**config.mk**
```make
export PLATFORM = sky130hd
export DESIGN_NAME = ram_access_unit
export DESIGN_NICKNAME = d
export VERILOG_FILES = /design/src/rtl/ram_access_unit.sv
export SDC_FILE = /design/constraint.sdc
export NUM_CORES = 1
export LEC_CHECK = 0
export ABC_AREA = 1
export BUFFER_PORTS_ARGS = -buffer_cell sky130_fd_sc_hd__buf_4
export CAP_MARGIN = 20
export CORE_MARGIN = 1.5
export CORE_UTILIZATION = 40
export CTS_CLUSTER_DIAMETER = 150
export DETAILED_ROUTE_END_ITERATION = 8
export GPL_TIMING_DRIVEN = 0
export SKIP_LAST_GASP = 1
export SLEW_MARGIN = 20
export SYNTH_ARGS = -nofsm -noshare
export SYNTH_HDL_FRONTEND = slang
export SYNTH_SLANG_ARGS = --single-unit
```
**constraint.sdc**
```tcl
create_clock -name clk -period 3 [get_ports clk]
set_input_delay 0.9 -clock clk [delete_from_list [all_inputs] [get_ports clk]]
set_output_delay 0.9 -clock clk [all_outputs]
set_load 0.01 [all_outputs]
```
**src/rtl/ram_access_unit.sv**
```systemverilog
`timescale 1ns/1ps
// ram_access_unit
//
// Initiator for one port of a dual-port byte-enable RAM. Takes byte-addressed
// load/store requests, performs them as one or two word beats on the RAM port
// (two when the access straddles a word boundary), and returns sign/zero
// extended load data on the response channel.
//
// Handshakes: a transfer happens on a rising edge where valid and ready are
// both high. The request side is only ready in IDLE; the response side holds
// rsp_valid/rsp_rdata/rsp_err stable until rsp_ready is seen. Only one access
// is outstanding at a time.
//
// Ports
//   clk, reset_n            clock, synchronous active-low reset
//   req_valid/req_ready     request handshake
//   req_addr                byte address
//   req_wdata               store data, right-aligned
//   req_we                  1 = store, 0 = load
//   req_size                00 byte, 01 half, 10 word, 11 illegal
//   req_unsigned            1 = zero-extend loads
//   rsp_valid/rsp_ready     response handshake
//   rsp_rdata               extended load data (0 for stores and errors)
//   rsp_err                 access rejected
//   ram_addr/din/dout/en/we RAM port; ram_dout valid the cycle after ram_en
//   dbg_state               current FSM state, for checkers
module ram_access_unit #(
    parameter int RAM_DEPTH = 16384,
    parameter int COL_WIDTH = 8,
    parameter int COL_NUM   = 4,
    parameter int AW        = $clog2(RAM_DEPTH)
) (
    input  logic                          clk,
    input  logic                          reset_n,
    input  logic                          req_valid,
    output logic                          req_ready,
    input  logic [31:0]                   req_addr,
    input  logic [31:0]                   req_wdata,
    input  logic                          req_we,
    input  logic [1:0]                    req_size,
    input  logic                          req_unsigned,
    output logic                          rsp_valid,
    input  logic                          rsp_ready,
    output logic [31:0]                   rsp_rdata,
    output logic                          rsp_err,
    output logic [AW-1:0]                 ram_addr,
    output logic [COL_WIDTH*COL_NUM-1:0]  ram_din,
    input  logic [COL_WIDTH*COL_NUM-1:0]  ram_dout,
    output logic                          ram_en,
    output logic [COL_NUM-1:0]            ram_we,
    output logic [2:0]                    dbg_state
);

    typedef enum logic [2:0] {
        S_IDLE  = 3'd0,
        S_BEAT0 = 3'd1,
        S_BEAT1 = 3'd2,
        S_DATA  = 3'd3,
        S_RESP  = 3'd4
    } state_t;

    localparam logic [31:0]   DEPTH_U  = 32'(RAM_DEPTH);
    localparam logic [AW-1:0] WORD_ONE = AW'(1);

    state_t        state_q, state_d;
    logic [AW-1:0] word_q, word_d;
    logic [1:0]    off_q, off_d;
    logic [1:0]    size_q, size_d;
    logic          we_q, we_d;
    logic          uns_q, uns_d;
    logic          split_q, split_d;
    logic [31:0]   wdata_q, wdata_d;
    logic [31:0]   beat0_q, beat0_d;
    logic [31:0]   rsp_rdata_q, rsp_rdata_d;
    logic          rsp_err_q, rsp_err_d;

    // Request decode (only meaningful in IDLE)
    logic [2:0]    req_n;
    logic          req_split;
    logic          req_err;
    logic [31:0]   req_word;

    always_comb begin
        req_word = {2'b00, req_addr[31:2]};
        case (req_size)
            2'b00:   req_n = 3'd1;
            2'b01:   req_n = 3'd2;
            default: req_n = 3'd4;
        endcase
        req_split = ({1'b0, req_addr[1:0]} + req_n) > 3'd4;
        // The second beat must also be inside the RAM: addresses never wrap.
        req_err   = (req_size == 2'b11) ||
                    (req_word >= DEPTH_U) ||
                    (req_split && (req_word >= (DEPTH_U - 32'd1)));
    end

    // Store data and byte mask spread across two words: the low word is
    // beat 0, the high word is beat 1.
    logic [63:0] st_data;
    logic [7:0]  st_mask;
    logic [3:0]  size_mask;

    always_comb begin
        case (size_q)
            2'b00:   size_mask = 4'b0001;
            2'b01:   size_mask = 4'b0011;
            default: size_mask = 4'b1111;
        endcase
        st_data = {32'b0, wdata_q} << {off_q, 3'b000};
        st_mask = {4'b0000, size_mask} << off_q;
    end

    // Load result: the byte window starting at off inside {beat1, beat0}.
    // In DATA, ram_dout carries the last beat issued.
    logic [63:0] ld_raw;
    logic [31:0] ld_lo;
    logic [31:0] ld_result;

    always_comb begin
        ld_raw = split_q ? {ram_dout, beat0_q} : {32'b0, ram_dout};
        ld_lo  = 32'(ld_raw >> {off_q, 3'b000});
        case (size_q)
            2'b00:   ld_result = uns_q ? {24'b0, ld_lo[7:0]}
                                       : {{24{ld_lo[7]}}, ld_lo[7:0]};
            2'b01:   ld_result = uns_q ? {16'b0, ld_lo[15:0]}
                                       : {{16{ld_lo[15]}}, ld_lo[15:0]};
            default: ld_result = ld_lo;
        endcase
    end

    // Next state and outputs
    always_comb begin
        state_d     = state_q;
        word_d      = word_q;
        off_d       = off_q;
        size_d      = size_q;
        we_d        = we_q;
        uns_d       = uns_q;
        split_d     = split_q;
        wdata_d     = wdata_q;
        beat0_d     = beat0_q;
        rsp_rdata_d = rsp_rdata_q;
        rsp_err_d   = rsp_err_q;

        req_ready   = 1'b0;
        rsp_valid   = 1'b0;
        ram_en      = 1'b0;
        ram_addr    = '0;
        ram_din     = '0;
        ram_we      = '0;

        case (state_q)
            S_IDLE: begin
                // Held low during reset so nothing is seen as accepted.
                req_ready = reset_n;
                if (req_valid && req_ready) begin
                    word_d  = req_addr[AW+1:2];
                    off_d   = req_addr[1:0];
                    size_d  = req_size;
                    we_d    = req_we;
                    uns_d   = req_unsigned;
                    split_d = req_split;
                    wdata_d = req_wdata;
                    if (req_err) begin
                        rsp_err_d   = 1'b1;
                        rsp_rdata_d = 32'b0;
                        state_d     = S_RESP;
                    end else begin
                        state_d = S_BEAT0;
                    end
                end
            end

            S_BEAT0: begin
                ram_en   = 1'b1;
                ram_addr = word_q;
                if (we_q) begin
                    ram_din = st_data[31:0];
                    ram_we  = st_mask[3:0];
                end
                if (split_q) begin
                    state_d = S_BEAT1;
                end else if (we_q) begin
                    rsp_rdata_d = 32'b0;
                    rsp_err_d   = 1'b0;
                    state_d     = S_RESP;
                end else begin
                    state_d = S_DATA;
                end
            end

            S_BEAT1: begin
                ram_en   = 1'b1;
                ram_addr = word_q + WORD_ONE;
                if (we_q) begin
                    ram_din     = st_data[63:32];
                    ram_we      = st_mask[7:4];
                    rsp_rdata_d = 32'b0;
                    rsp_err_d   = 1'b0;
                    state_d     = S_RESP;
                end else begin
                    // Beat-0 read data is on ram_dout now.
                    beat0_d = ram_dout;
                    state_d = S_DATA;
                end
            end

            S_DATA: begin
                rsp_rdata_d = ld_result;
                rsp_err_d   = 1'b0;
                state_d     = S_RESP;
            end

            S_RESP: begin
                rsp_valid = 1'b1;
                if (rsp_ready) begin
                    rsp_rdata_d = 32'b0;
                    rsp_err_d   = 1'b0;
                    state_d     = S_IDLE;
                end
            end

            default: begin
                state_d = S_IDLE;
            end
        endcase
    end

    always_ff @(posedge clk) begin
        if (!reset_n) begin
            state_q     <= S_IDLE;
            word_q      <= '0;
            off_q       <= 2'b0;
            size_q      <= 2'b0;
            we_q        <= 1'b0;
            uns_q       <= 1'b0;
            split_q     <= 1'b0;
            wdata_q     <= 32'b0;
            beat0_q     <= 32'b0;
            rsp_rdata_q <= 32'b0;
            rsp_err_q   <= 1'b0;
        end else begin
            state_q     <= state_d;
            word_q      <= word_d;
            off_q       <= off_d;
            size_q      <= size_d;
            we_q        <= we_d;
            uns_q       <= uns_d;
            split_q     <= split_d;
            wdata_q     <= wdata_d;
            beat0_q     <= beat0_d;
            rsp_rdata_q <= rsp_rdata_d;
            rsp_err_q   <= rsp_err_d;
        end
    end

    assign rsp_rdata = rsp_rdata_q;
    assign rsp_err   = rsp_err_q;
    assign dbg_state = state_q;

endmodule

```
After elaboration in Yosys (flattened, before gate mapping)
Index checks and enable logic that the tools add are counted.

Register bits: 121. Input port bits: 104. Output and inout port bits: 89.

Add/subtract/negate cells: 2. $lt $le $gt $ge: 3. Eq/ne operators: 11. Shift operators: 3. Muxes and demuxes: 34. Bitwise logic cells: 1. Reduce and logical (&&, ||, !) cells: 13.

Operators with widths (count): two-way mux 32 bit (9); one-hot mux 32 bit (5 select lines) (1); one-hot mux 32 bit (2 select lines) (2); two-way mux 64 bit (1); left shift 32 x 5 -> 64 bit (1); >> shifter 64 x 5 -> 32 bit (1); >= comparator 30 x 14 -> 1 bit (second input constant) (1); >= comparator 30 x 15 -> 1 bit (second input constant) (1); one-hot mux 14 bit (2 select lines) (1); one-hot mux 4 bit (2 select lines) (2); two-way mux 3 bit (5); one-hot mux 3 bit (5 select lines) (1); adder 14 x 1 -> 14 bit (second input constant) (1); two-way mux 1 bit (8); two-way mux 4 bit (2); inequality test 2 bit (second input constant) (4); left shift 4 x 2 -> 8 bit (1); equality test 3 x 2 -> 1 bit (second input constant) (2); one-hot mux 3 bit (2 select lines) (1); AND reduction 2 bit (3); one-hot mux 1 bit (5 select lines) (1); AND reduction 5 bit (1); nonzero test 5 bit (1); equality test 2 x 1 -> 1 bit (second input constant) (2); other kinds (11) (14).

Depth between registers and ports, before layout
Depth in word-level cells: 9. Gate-level depth with buffers: 13. Gate-level depth less buffers: 13.

Least setup slack after synthesis
OpenSTA, ideal clock, no wires.

Path type: in2out. Start: in reset_n. End: out req_ready. Arrival time: 1.774 ns. Setup slack: 0.326 ns. Stages: 5. Cells stage by stage: buf_2 > inv_2 > clkbuf_1 > buf_2 > nor2_1.

Cells in the longest elaborated chain, start to end: 1.

RTL lines: from (decl) (line 34) `input logic reset_n,`; two-way mux 1 bit (line 152) `case (state_q)`; to (decl) (line 36) `output logic req_ready,`.

No other way between the ends.

Final worst setup path
Start: reg off_q[0]. End: out ram_din[3].

Cells in the longest elaborated chain, start to end: 3. Elaborated cells between the ends (all ways): 4. Classes of those cells: 1 x shift; 3 x mux.

RTL lines: from (decl) (line 67) `logic [1:0] off_q, off_d;`; from (signal assigned) (line 233) `off_q <= 2'b0;`; from (signal assigned) (line 245) `off_q <= off_d;`; left shift 32 x 5 -> 64 bit * (line 109) `st_data = {32'b0, wdata_q} << {off_q, 3'b000};`; two-way mux 32 bit, on equally long branches (line 195, 177); one-hot mux 32 bit (2 select lines) * (line 152); to (decl) (line 47) `output logic [COL_WIDTH*COL_NUM-1:0] ram_din,`.

Mark *: on every way between the ends. The rest lies on a longest branch, timed or not.

==> results.json <==
{
  "htreeDepth": 4,
  "n_antenna_cell": 0,
  "vias": 8757,
  "grt_util_all_layers_pct": 30.90,
  "cp_num_buf_inv": 4,
  "worstPathCellList": "buf_6, buf_6, buf_6, nand2_1, o21ai_0, o21ai_1, o22ai_2, buf_4",
  "drv_cap": 0,
  "ys.flop_type": "dfxtp_1",
  "setup_violations": 0,
  "ys_seq_elements": 121,
  "cts_max_path_buffers": 2,
  "worstPathRequired_ns": 2.10,
  "clock_latency_ns": 0.42,
  "post-route-min-period_ns": 2.976,
  "slew_violations": 0,
  "final_util_pct": 55.26,
  "outcome": "completed",
  "synthArstFlopShare_pct": 0,
  "core-area_mm2": 0.01796,
  "cts_tree": "yes",
  "max_slew.worst_pin.slew_ns": 0.7246,
  "num_io_pins": 193,
  "max-vdd-ir-drop_mv": 0.5038,
  "synth_area_mm2": 0.007348,
  "cts_hold_buf": 0,
  "syn_area_per_cell_um2": 6.324,
  "die_area_mm2": 0.01919,
  "avgViaCountPerCell": 5.409,
  "p_leak_nw": 4.339,
  "drt_iter0_markers": 783,
  "slew_headroom_pct": 51.69,
  "clkTransAtPathRegs_ns": 0.05,
  "hp-class": "flop to flop",
  "seq_area_frac_synth_pct": 32.96,
  "critPathKind": "flop to primary output",
  "period_share_pct": 99.19,
  "synth-edff-count": 0,
  "synth_cell_types": 45,
  "yosys_warnings": 0,
  "crit_path_max_incr_delay_ns": 0.37,
  "fp-row-count": 49,
  "worst-path-max-fanout": 10,
  "numPortBuffers": 192,
  "critPathLaunchType": "flop",
  "n_fill_cell": 1916,
  "crit_family": "buffers and inverters",
  "initial_core_util_pct": 40.91,
  "gp_congestion": 0.9357,
  "setup_tns_ns": 0,
  "cts.sinks": 121,
  "die_x_um": 138.5,
  "drive_gt1_share_pct": 25.47,
  "grt_pass1_wl_um": 46350,
  "worst_path_max_delay_cell": "dfxtp_1",
  "rsz0062_at_grt": "true",
  "cts_buffers": 17,
  "syn_to_final_growth_pct": 35.09,
  "cts_root_buf": "clkbuf_16",
  "layout.nets": 1484,
  "route.detailed.drc": 0,
  "powerDensity_mw_per_mm2": 498.9,
  "end_kind": "primary output",
  "drt_first_pass_iters": 8,
  "hpwl_um": 22670,
  "antenna_found_initial": 0,
  "grt_max_degree": 20,
  "ant_nets": 0,
  "max_freq_mhz": 336.0,
  "path_common_cell": "buf_6",
  "wl_per_cell_um": 18.49,
  "arrival_ns": 2.08,
  "syn-instance-count": 1162,
  "finalHoldViolCount": 0,
  "skew_ns": 0.008384,
  "grt_pass1_vias": 8622,
  "drt-total-wl_um": 29940,
  "die_h_um": 138.5,
  "grt-ovfl-total": 0,
  "finish.instance_area_mm2": 0.009927,
  "placed_area_mm2": 0.009076,
  "synth_fp_nets": 1269
}
metal layers:
| layer | vias to the layer above | routed length, µm | GRT usage (%) |
|---|---|---|---|
| met3 | 86 | 2180 | 5.456 |
| met1 | 4016 | 12360 | 38.12 |
| met2 | 400 | 14090 | 52.42 |
| met5 | - | 0 | 0 |
| li1 | 4255 | - | - |
| met4 | 0 | 1315 | 14.46 |
final timing paths:
kind	startpoint	end	slack [ns]	cells after the start
min	beat0_q[7]	beat0_q[7]	0.46	2
min reg2reg	beat0_q[7]	beat0_q[7]	0.46	2
max	off_q[0]	ram_din[3]	0.02	8
max reg2reg	dbg_state[0]	wdata_q[14]	1.20	6
tightest hold or removal path, delay by kind of cell (launching register included):
family / cells / cell delay (ns)
flip-flops: 1 / 0.29
buffers and inverters: 1 / 0.06
AO/OA/AOI/OAI: 1 / 0.06
kinds of logic (layout without fill, tap and decap cells):
| family | count (synthesis) | after routing | synth area share, % |
|---|---|---|---|
| DFF | 121 | 121 | 32.96 |
| AOI/OAI and AO/OA | 283 | 283 | 22.85 |
| and+or+nand+nor | 576 | 576 | 32.88 |
| buffers and inverters | 176 | 404 | 10.34 |
| adders and majority gates | 3 | 3 | 0.6129 |
| xor gates and xnor gates | 3 | 3 | 0.3576 |
metrics by stage:
step	setup WS, ns	total power, mW	instances	hold slack (ns)
after floorplan	0.3262	2.360	1162	0.4288
after global placement	-0.3498	2.759	1583	0.4415
after detailed placement	-0.3567	2.760	1583	0.4498
after CTS	0.001009	4.935	1617	0.4569
after global routing	-0.03266	5.140	1619	0.4823
final	0.02416	4.953	1619	0.4550
report_power, final:
group	switching [mW]	leakage, nW	internal, mW	total (mW)
registers	0.0595	0.987	1.68	1.74
logic	0.682	3.05	0.352	1.03
clock network	0.792	0.297	1.39	2.18
cells in the mapped netlist, types with 4 or more instances:
cell type	count	area, µm²
nand3_1	66	330.3
a22o_1	5	43.79
o211ai_1	5	37.54
a21oi_2	10	87.58
nand2_1	341	1280
a21oi_1	80	400.4
nor3_1	9	45.04
buf_6	4	45.04
nand2_2	15	93.84
buf_4	8	60.06
a31oi_1	6	37.54
nor2_1	118	442.9
o21ai_0	97	485.5
buf_1	6	22.52
o22ai_1	16	100.1
o31ai_1	51	382.9
nor2_2	5	31.28
clkinv_1	8	30.03
inv_2	7	26.28
clkbuf_1	25	93.84
dfxtp_1	121	2422
buf_2	31	155.2
o311ai_1	4	35.03
nand4_1	6	37.54
inv_1	87	326.6
cell usage in the layout (no fill, tap or decap), types with 10 or more instances in the layout:
master       n
inv_1       85
nand3_1     66
buf_4      209
nor2_1     117
dfxtp_1    116
o31ai_1     50
buf_2       20
a21oi_2     10
clkbuf_1    18
clkbuf_16   17
o21ai_0     92
o22ai_1     12
a21oi_1     80
nand2_1    337
nand2_2     17
layout make-up:
class / instances / area (µm²) / area share, %
multi-input combinational: 865 / 4292 / 43.23
sequential: 121 / 2429 / 24.46
timing repair buffer: 198 / 1486 / 14.97
clock buffer: 21 / 480.5 / 4.840
buffer: 72 / 420.4 / 4.235
inverter: 102 / 389.1 / 3.920
tap: 229 / 286.5 / 2.886
clock inverter: 11 / 143.9 / 1.449
what timing repair did:
item / in CTS / in global routing
cloned: 0 / 0
setup buffers: 4 / 2
setup endpoints to repair: 39 / 40
resized for setup: 36 / 25
endpoints found under the hold margin: 0 / 0
pin swaps: 4 / 3
registers in the layout (all words and copies together), names as in the netlist:
register,count
beat0_q,32
dbg_state,3
off_q,2
rsp_err,1
rsp_rdata,32
size_q,2
split_q,1
uns_q,1
wdata_q,32
we_q,1
word_q,14
Power figures use the tool's default switching activity.
